$ cat src/rtl/pixel_pkg.sv
// Shared pixel word layout and pack/unpack helpers for the pixel burst FIFO.
package pixel_pkg;

    localparam int PIX_W = 44;
    localparam int OVF_W = 16;

    localparam int X_LSB = 34;
    localparam int X_MSB = 43;
    localparam int Y_LSB = 24;
    localparam int Y_MSB = 33;
    localparam int R_LSB = 16;
    localparam int R_MSB = 23;
    localparam int G_LSB = 8;
    localparam int G_MSB = 15;
    localparam int B_LSB = 0;
    localparam int B_MSB = 7;

    typedef struct packed {
        logic [9:0] x;
        logic [9:0] y;
        logic [7:0] r;
        logic [7:0] g;
        logic [7:0] b;
    } pixel_t;

    function automatic logic [PIX_W-1:0] pack_pixel(input pixel_t p);
        logic [PIX_W-1:0] w;
        w = '0;
        w[X_MSB:X_LSB] = p.x;
        w[Y_MSB:Y_LSB] = p.y;
        w[R_MSB:R_LSB] = p.r;
        w[G_MSB:G_LSB] = p.g;
        w[B_MSB:B_LSB] = p.b;
        return w;
    endfunction

    function automatic pixel_t unpack_pixel(input logic [PIX_W-1:0] w);
        pixel_t p;
        p.x = w[X_MSB:X_LSB];
        p.y = w[Y_MSB:Y_LSB];
        p.r = w[R_MSB:R_LSB];
        p.g = w[G_MSB:G_LSB];
        p.b = w[B_MSB:B_LSB];
        return p;
    endfunction

endpackage

$ cat src/rtl/pixel_fifo_ram.sv
// Simple dual-port pixel RAM: one write port, one read port with a registered output.
// The read register only loads on rd_en so the last word read stays on the output.
module pixel_fifo_ram
    import pixel_pkg::*;
#(
    parameter int ADDR_W = 6,
    parameter int DATA_W = PIX_W
) (
    input  logic              clk_25,
    input  logic              reset,
    input  logic              wr_en,
    input  logic [ADDR_W-1:0] wr_addr,
    input  logic [DATA_W-1:0] wr_data,
    input  logic              rd_en,
    input  logic [ADDR_W-1:0] rd_addr,
    output logic [DATA_W-1:0] rd_data
);

    localparam int DEPTH = 2 ** ADDR_W;

    logic [DATA_W-1:0] mem [DEPTH];
    logic [DATA_W-1:0] rd_data_d;
    logic [DATA_W-1:0] rd_data_q;

    // Storage array write port; contents are not cleared by reset.
    always_ff @(posedge clk_25) begin
        if (wr_en) begin
            mem[wr_addr] <= wr_data;
        end
    end

    // Next read-register value: load on a read, otherwise hold.
    always_comb begin
        rd_data_d = rd_data_q;
        if (rd_en) begin
            rd_data_d = mem[rd_addr];
        end
    end

    // Read output register, cleared so the downstream outputs start at zero.
    always_ff @(posedge clk_25) begin
        if (reset) begin
            rd_data_q <= '0;
        end else begin
            rd_data_q <= rd_data_d;
        end
    end

    assign rd_data = rd_data_q;

endmodule

$ cat src/rtl/pixel_burst_fifo.sv
// Pixel burst FIFO: packs incoming pixels into 44-bit words, buffers them, flags
// burst readiness and counts pixels dropped while full (no upstream back-pressure).
module pixel_burst_fifo
    import pixel_pkg::*;
#(
    parameter int ADDR_W    = 6,
    parameter int BURST_LEN = 8
) (
    input  logic              clk_25,
    input  logic              reset,
    input  logic              wrreq,
    input  logic [9:0]        x_i,
    input  logic [9:0]        y_i,
    input  logic [7:0]        red_i,
    input  logic [7:0]        green_i,
    input  logic [7:0]        blue_i,
    input  logic              rdreq,
    output logic              rd_valid,
    output logic [9:0]        x_o,
    output logic [9:0]        y_o,
    output logic [7:0]        red_o,
    output logic [7:0]        green_o,
    output logic [7:0]        blue_o,
    output logic [ADDR_W:0]   usedw,
    output logic              empty,
    output logic              full,
    output logic              burst_rdy,
    output logic [OVF_W-1:0]  ovf_cnt
);

    localparam int DEPTH    = 2 ** ADDR_W;
    localparam int USEDW_W  = ADDR_W + 1;

    // Saturating increment for the dropped-pixel counter.
    function automatic logic [OVF_W-1:0] sat_inc(input logic [OVF_W-1:0] v);
        return (v == {OVF_W{1'b1}}) ? v : v + 1'b1;
    endfunction

    logic [ADDR_W-1:0]  wr_ptr_d,   wr_ptr_q;
    logic [ADDR_W-1:0]  rd_ptr_d,   rd_ptr_q;
    logic [USEDW_W-1:0] usedw_d,    usedw_q;
    logic [OVF_W-1:0]   ovf_cnt_d,  ovf_cnt_q;
    logic               rd_valid_d, rd_valid_q;

    logic               wr_acc;
    logic               rd_acc;
    logic               wr_ovf;
    logic [PIX_W-1:0]   wr_word;
    logic [PIX_W-1:0]   rd_word;
    pixel_t             wr_pix;
    pixel_t             rd_pix;

    // Flags come straight from the registered count, so they reflect the
    // state before this cycle's requests.
    assign empty     = (usedw_q == '0);
    assign full      = (usedw_q == USEDW_W'(DEPTH));
    assign burst_rdy = (usedw_q >= USEDW_W'(BURST_LEN));

    assign wr_acc = wrreq & ~full;
    assign rd_acc = rdreq & ~empty;
    assign wr_ovf = wrreq & full;

    assign wr_pix.x = x_i;
    assign wr_pix.y = y_i;
    assign wr_pix.r = red_i;
    assign wr_pix.g = green_i;
    assign wr_pix.b = blue_i;
    assign wr_word  = pack_pixel(wr_pix);

    // Next-state for pointers, occupancy, overflow counter and read strobe.
    always_comb begin
        wr_ptr_d   = wr_ptr_q;
        rd_ptr_d   = rd_ptr_q;
        ovf_cnt_d  = ovf_cnt_q;
        rd_valid_d = rd_acc;
        usedw_d    = usedw_q + USEDW_W'(wr_acc) - USEDW_W'(rd_acc);
        if (wr_acc) begin
            wr_ptr_d = wr_ptr_q + 1'b1;
        end
        if (rd_acc) begin
            rd_ptr_d = rd_ptr_q + 1'b1;
        end
        if (wr_ovf) begin
            ovf_cnt_d = sat_inc(ovf_cnt_q);
        end
    end

    // Control registers; reset discards all stored words.
    always_ff @(posedge clk_25) begin
        if (reset) begin
            wr_ptr_q   <= '0;
            rd_ptr_q   <= '0;
            usedw_q    <= '0;
            ovf_cnt_q  <= '0;
            rd_valid_q <= 1'b0;
        end else begin
            wr_ptr_q   <= wr_ptr_d;
            rd_ptr_q   <= rd_ptr_d;
            usedw_q    <= usedw_d;
            ovf_cnt_q  <= ovf_cnt_d;
            rd_valid_q <= rd_valid_d;
        end
    end

    pixel_fifo_ram #(
        .ADDR_W (ADDR_W),
        .DATA_W (PIX_W)
    ) u_ram (
        .clk_25  (clk_25),
        .reset   (reset),
        .wr_en   (wr_acc),
        .wr_addr (wr_ptr_q),
        .wr_data (wr_word),
        .rd_en   (rd_acc),
        .rd_addr (rd_ptr_q),
        .rd_data (rd_word)
    );

    assign rd_pix   = unpack_pixel(rd_word);
    assign x_o      = rd_pix.x;
    assign y_o      = rd_pix.y;
    assign red_o    = rd_pix.r;
    assign green_o  = rd_pix.g;
    assign blue_o   = rd_pix.b;
    assign rd_valid = rd_valid_q;
    assign usedw    = usedw_q;
    assign ovf_cnt  = ovf_cnt_q;

endmodule

$ cat config.mk
export PLATFORM = sky130hd
export DESIGN_NAME = pixel_burst_fifo
export DESIGN_NICKNAME = d
export VERILOG_FILES = /design/src/rtl/pixel_pkg.sv /design/src/rtl/pixel_fifo_ram.sv /design/src/rtl/pixel_burst_fifo.sv
export SDC_FILE = /design/constraint.sdc
export NUM_CORES = 2
export LEC_CHECK = 0
export ABC_AREA = 1
export CORE_MARGIN = 2
export CORE_UTILIZATION = 45
export DETAILED_ROUTE_END_ITERATION = 12
export GPL_TIMING_DRIVEN = 0
export SETUP_SLACK_MARGIN = 0.1
export SKIP_LAST_GASP = 1
export SLEW_MARGIN = 20
export SYNTH_ARGS = -nofsm -noshare
export SYNTH_HDL_FRONTEND = slang
export SYNTH_HIERARCHICAL = 1
export SYNTH_SLANG_ARGS = --single-unit
$ cat constraint.sdc
create_clock -name clk_25 -period 12.9 [get_ports clk_25]
set_input_delay 2.58 -clock clk_25 [delete_from_list [all_inputs] [get_ports clk_25]]
set_output_delay 2.58 -clock clk_25 [all_outputs]
set_load 0.1 [all_outputs]
### Yosys cells after proc, flatten, opt, wreduce, memory -nomap -nowiden

Memories as Yosys holds them, arrays and structs flattened. A register that Yosys moved wholly into a read port is not among the register bits.
Index checks and enable logic that the tools add are counted.

| word-level totals | value |
|---|---|
| flip-flop bits (word level) | 36 |
| RAM bits | 2,816 |
| bits of input ports | 48 |
| word-level logic and storage cells | 24 |
| memories kept | 1 |

Memories:

| memory | words | width | read ports | clocked after Yosys merged registers in | write ports | line | source |
|---|---|---|---|---|---|---|---|
| u_ram.mem | 64 | 44 | 1 | 1 | 1 | pixel_fifo_ram.sv:21 | `logic [DATA_W-1:0] mem [DEPTH];` |

| operators by class | value |
|---|---|
| add/sub/neg operators | 5 |
| $lt $le $gt $ge | 1 |
| equal/unequal tests | 2 |
| mux-type cells | 2 |
| bitwise gates (word level) | 6 |
| reduce and logical (&&, ||, !) cells | 2 |

Operator list:

| cell | count |
|---|---|
| adder 16 x 1 -> 16 bit, second input constant | 1 |
| equality test 16 bit, second input constant | 1 |
| adder 6 x 1 -> 6 bit, second input constant | 2 |
| adder 7 x 1 -> 7 bit | 1 |
| equality test 7 bit, second input constant | 1 |
| greater-or-equal comparator 7 x 4 -> 1 bit, second input constant | 1 |
| logical NOT 7 bit | 1 |
| subtractor 7 x 1 -> 7 bit | 1 |
| bitwise AND 1 bit | 3 |
| inverter 1 bit | 3 |
| 2-to-1 mux 1 bit | 2 |
| AND reduction 2 bit | 1 |

### Longest topological paths before layout

| depth | value |
|---|---|
| depth in word-level cells | 5 |
| depth in mapped cells | 19 |

### By module

The synthesis kept the hierarchy.

By module, submodules not included:

| module | times used | cells an instance | area each (µm²) | sequential area each (µm²) |
|---|---|---|---|---|
| pixel_fifo_ram | 1 | 9,436 | 114,702.5 | 85,441.9 |
| pixel_burst_fifo | 1 | 322 | 2,183.3 | 720.7 |

### Worst setup path after synthesis

OpenSTA, ideal clock, no wires.

| path | value |
|---|---|
| path type | input to register |
| start point | input wrreq |
| end point | memory u_ram/mem[48][0] in the netlist's numbering (enable) |
| setup time | 0.556 ns |
| arrival time | 7.604 ns |
| required time | 12.344 ns |
| path slack | 4.740 ns |
| stages on the path | 5 |
| buffers on the path | 1 |
| path through | nand2_1 > inv_2 > clkbuf_1 > nand4_1 > nor4_1 |

| between the ends | value |
|---|---|
| word-level cells in the longest chain between the ends | 3 |

Ends and longest elaborated chain:

| item | line | source |
|---|---|---|
| start: declaration | pixel_burst_fifo.sv:11 | `input logic wrreq,` |
| bitwise AND 1 bit | pixel_burst_fifo.sv:59 | `assign wr_acc = wrreq & ~full;` |
| named net wr_acc | pixel_burst_fifo.sv:45 | `logic wr_acc;` |
| 2-to-1 mux 1 bit | pixel_fifo_ram.sv:27 | `if (wr_en) begin` |
| 2-to-1 mux 1 bit (not written as such) | pixel_fifo_ram.sv:28 | `mem[wr_addr] <= wr_data;` |
| end: declaration | pixel_fifo_ram.sv:21 |  |

The timed path passes the listed nets, and every way through them passes these cells.

### Final worst setup path

| path | value |
|---|---|
| start point | input wrreq |
| end point | memory u_ram/mem[36][12] in the netlist's numbering (enable) |

Same word-level chain as after synthesis.

==> impl_metrics.csv <==
group,metric,value,unit
run_status,status,"complete, but fails checks",
run_status,failed_checks,"DRC",
yosys,yosys.area_share.simple,22.51,%
detailed_routing,drt_iter0_markers,14783,
critical_path,r2r_start,"usedw[4]",
pwr,irDropWorstVdd,0.1615,mV
yosys,synth-seq-cells,2896,
clock_tree,path_clk_slew,0.06,ns
critical_path,start_kind,"input pin",
placed_design,dp_cells,13536,
sta,setup-tns-final,0,ns
sta,hold_viol,0,
die,dieArea,263800,µm²
yosys,synth_warnings,6,
clock_tree,hold_buffers,0,
layout,fin_util,52.85,%
clock_tree,cts_resized,0,
critical_path,regToRegEndpoint,"u_ram/mem[36][12]",
critical_path,reg2reg_depth,13,
sta,fmax,169.0,MHz
clock_tree,clock_latency,0.97,ns
grt,antenna_found_initial,51,
yosys,syn_inst,9758,
yosys,syn_avg_cell_area,11.98,µm²
grt,grt_max_degree,65,
grt,grt_busiest_layer,"met2",
die,initial_core_util,45.13,%
layout,drive_gt1_share,12.02,%
sta,fin_crit,5.916,ns
pwr,p_per_area,183.0,nW/µm²
grt,grt_usage,34.22,%
detailed_routing,ant_nets,0,
critical_path,cp.required,13.57,ns
pwr,leakagePower,48.94,nW
placed_design,dpl_cell_area,127300,µm²
layout,fin_nets,10519,
clock_tree,post_cts_buffers,0,
die,die_w,513.7,µm
placed_design,place.gp.congestion,1.123,
layout,fin_cells,14106,
sta,min_period_over_period,45.86,%
job,max_cap_viol_count,0,
detailed_routing,wirelength,460700,µm
worst_hold_path,hp-start,"rd_ptr_q[4]",
critical_path,worstSetupPathType,"input pin to flip-flop",
worst_hold_path,worst_hold_path.num_cells,2,
detailed_routing,dr_total_vias,86116,
critical_path,cp.arrival,6.59,ns
die,io_pins,119,
grt,grtUsageMet1,44.48,%
sta,fin_skew,0.07296,ns
grt,grt_first_pass_wirelength,622200,µm
worst_hold_path,hold_class,"flip-flop to flip-flop",
clock_tree,cts.sinks,2896,
die,fp-row-count,187,
detailed_routing,wl_per_cell,32.66,µm
clock_tree,htreeDepth,5,
layout,layout_commonest_cell,"nand2_1",
sta,tightestPinTransition,1.227,ns
clock_tree,cts_buffers,318,
sta,drv_slew,0,
yosys,ys.flop_type,"edfxtp_1",
yosys,synth_mux_area_share,0,%
sta,rsz0062_at_grt,"false",
worst_hold_path,min_to,"rd_ptr_q[4]",
detailed_routing,viasPerCell,6.105,
yosys,synth-compound-area-share,0.1745,%
placed_design,portBuffers,118,
clock_tree,root_buffer,"clkbuf_16",
yosys,synth_top_family_by_area,"simple AND/OR/NAND/NOR gates",
grt,grtUsageMet3,11.04,%
yosys,synthXorXnorAreaFrac,0.04496,%
critical_path,cp_max_fo,16,
layout,layout_common_cells,"3115 x nand2_1, 2816 x edfxtp_1, 2718 x nand3_1",
sta,holdWs,0.5269,ns
detailed_routing,drc,3,
clock_tree,cts_buffer_depth,4,
clock_tree,cts_tree,"done",
placed_design,hpwl,331000,µm
die,core-area,259000,µm²
sta,max_slew_margin,18.21,%
yosys,synth_cell_types,35,
grt,grt-ovfl-total,0,
sta,setup_violations,0,
layout,final_area,136900,µm²
yosys,async_flop_share,0,%
yosys,synth_edf_count,2816,
detailed_routing,first_pass_iters,11,
critical_path,critPathCaptureType,"flip-flop",
grt,grt_pass1_vias,78182,
yosys,netlist_area,116900,µm²
die,die_h,513.7,µm
yosys,synth-adder-area-share,0.1884,%
layout,areaGrowthSynthToFinish,17.10,%
critical_path,rrSetupSlack,8.20,ns
critical_path,critPathLaunch,"wrreq",
grt,use_met2,49.08,%
yosys,synth_nets,9823,
yosys,seq_area_frac_synth,73.72,%
[cells by family after synthesis]
| group | count (synthesis) |
|---|---|
| compound gates | 40 |
| xor+xnor | 6 |
| fa+ha+maj | 17 |
| buf+inv | 735 |
| flops | 2896 |
| simple gates | 6064 |
[synth_stat cells, types with 11 or more instances]
cell | number | area, µm²
inv_1 | 88 | 330.3
nand4_1 | 11 | 68.82
nor2_1 | 191 | 716.9
buf_2 | 300 | 1501
nand2_1 | 3115 | 11690
ha_1 | 16 | 200.2
buf_1 | 52 | 195.2
buf_6 | 43 | 484.2
nand3_1 | 2718 | 13600
buf_4 | 119 | 893.4
edfxtp_1 | 2816 | 84560
clkbuf_1 | 119 | 446.7
dfxtp_1 | 80 | 1602
a21oi_1 | 27 | 135.1
[worst max path at each step]
stage	endpoint	slack [ns]
2_1_floorplan	u_ram/mem[48][0]	4.74
6_report	u_ram/mem[36][12]	6.98
5_1_grt	empty	7.02
3_5_place_dp	u_ram/mem[36][11]	6.15
4_1_cts	burst_rdy	7.15
3_3_place_gp	u_ram/mem[55][24]	-1.84
[state kept, by name, summed over array words and instances, names as in the netlist]
register,flops
u_ram/mem,2816
u_ram/rd_data,44
ovf_cnt,16
usedw,7
rd_ptr_q,6
wr_ptr_q,6
rd_valid,1
[final cells by class]
class                      count  area, µm²
tap                         3402       4257
clock inverter               152       1155
multi-input combinational   6127      27260
antenna                       29      72.57
inverter                      99      374.1
buffer                       636       3575
sequential                  2896      86160
fill                       21830     122100
timing repair buffer         376       5640
clock buffer                 389       8382
[per-layer routing]
layer	wire length, µm	share of wire, %
met2	193900	42
met5	136	0.030
met1	164500	36
met3	65770	14
met4	36360	7.9
[power by group]
part | internal (mW) | switching [mW]
Clock | 4.91 | 3.65
Sequential | 10.4 | 0.0644
Combinational | 1.38 | 4.62
[through the flow]
step / setup slack, ns / power, mW
6_report: 6.984 / 25.04
2_1_floorplan: 4.740 / 13.80
5_1_grt: 7.015 / 25.58
3_5_place_dp: 6.152 / 16.37
3_3_place_gp: -1.844 / 16.29
4_1_cts: 7.153 / 24.79
[worst max-delay path, cell delays in order]
cell             delay [ns]
clkdlybuf4s50_1        0.52
nand2_1                0.22
inv_2                  0.26
clkbuf_1               0.33
nand4_1                0.97
nor2_4                 1.08
buf_16                 0.24
buf_16                 0.17
buf_16                 0.17
Note: power is estimated with default switching activity, not from simulation.
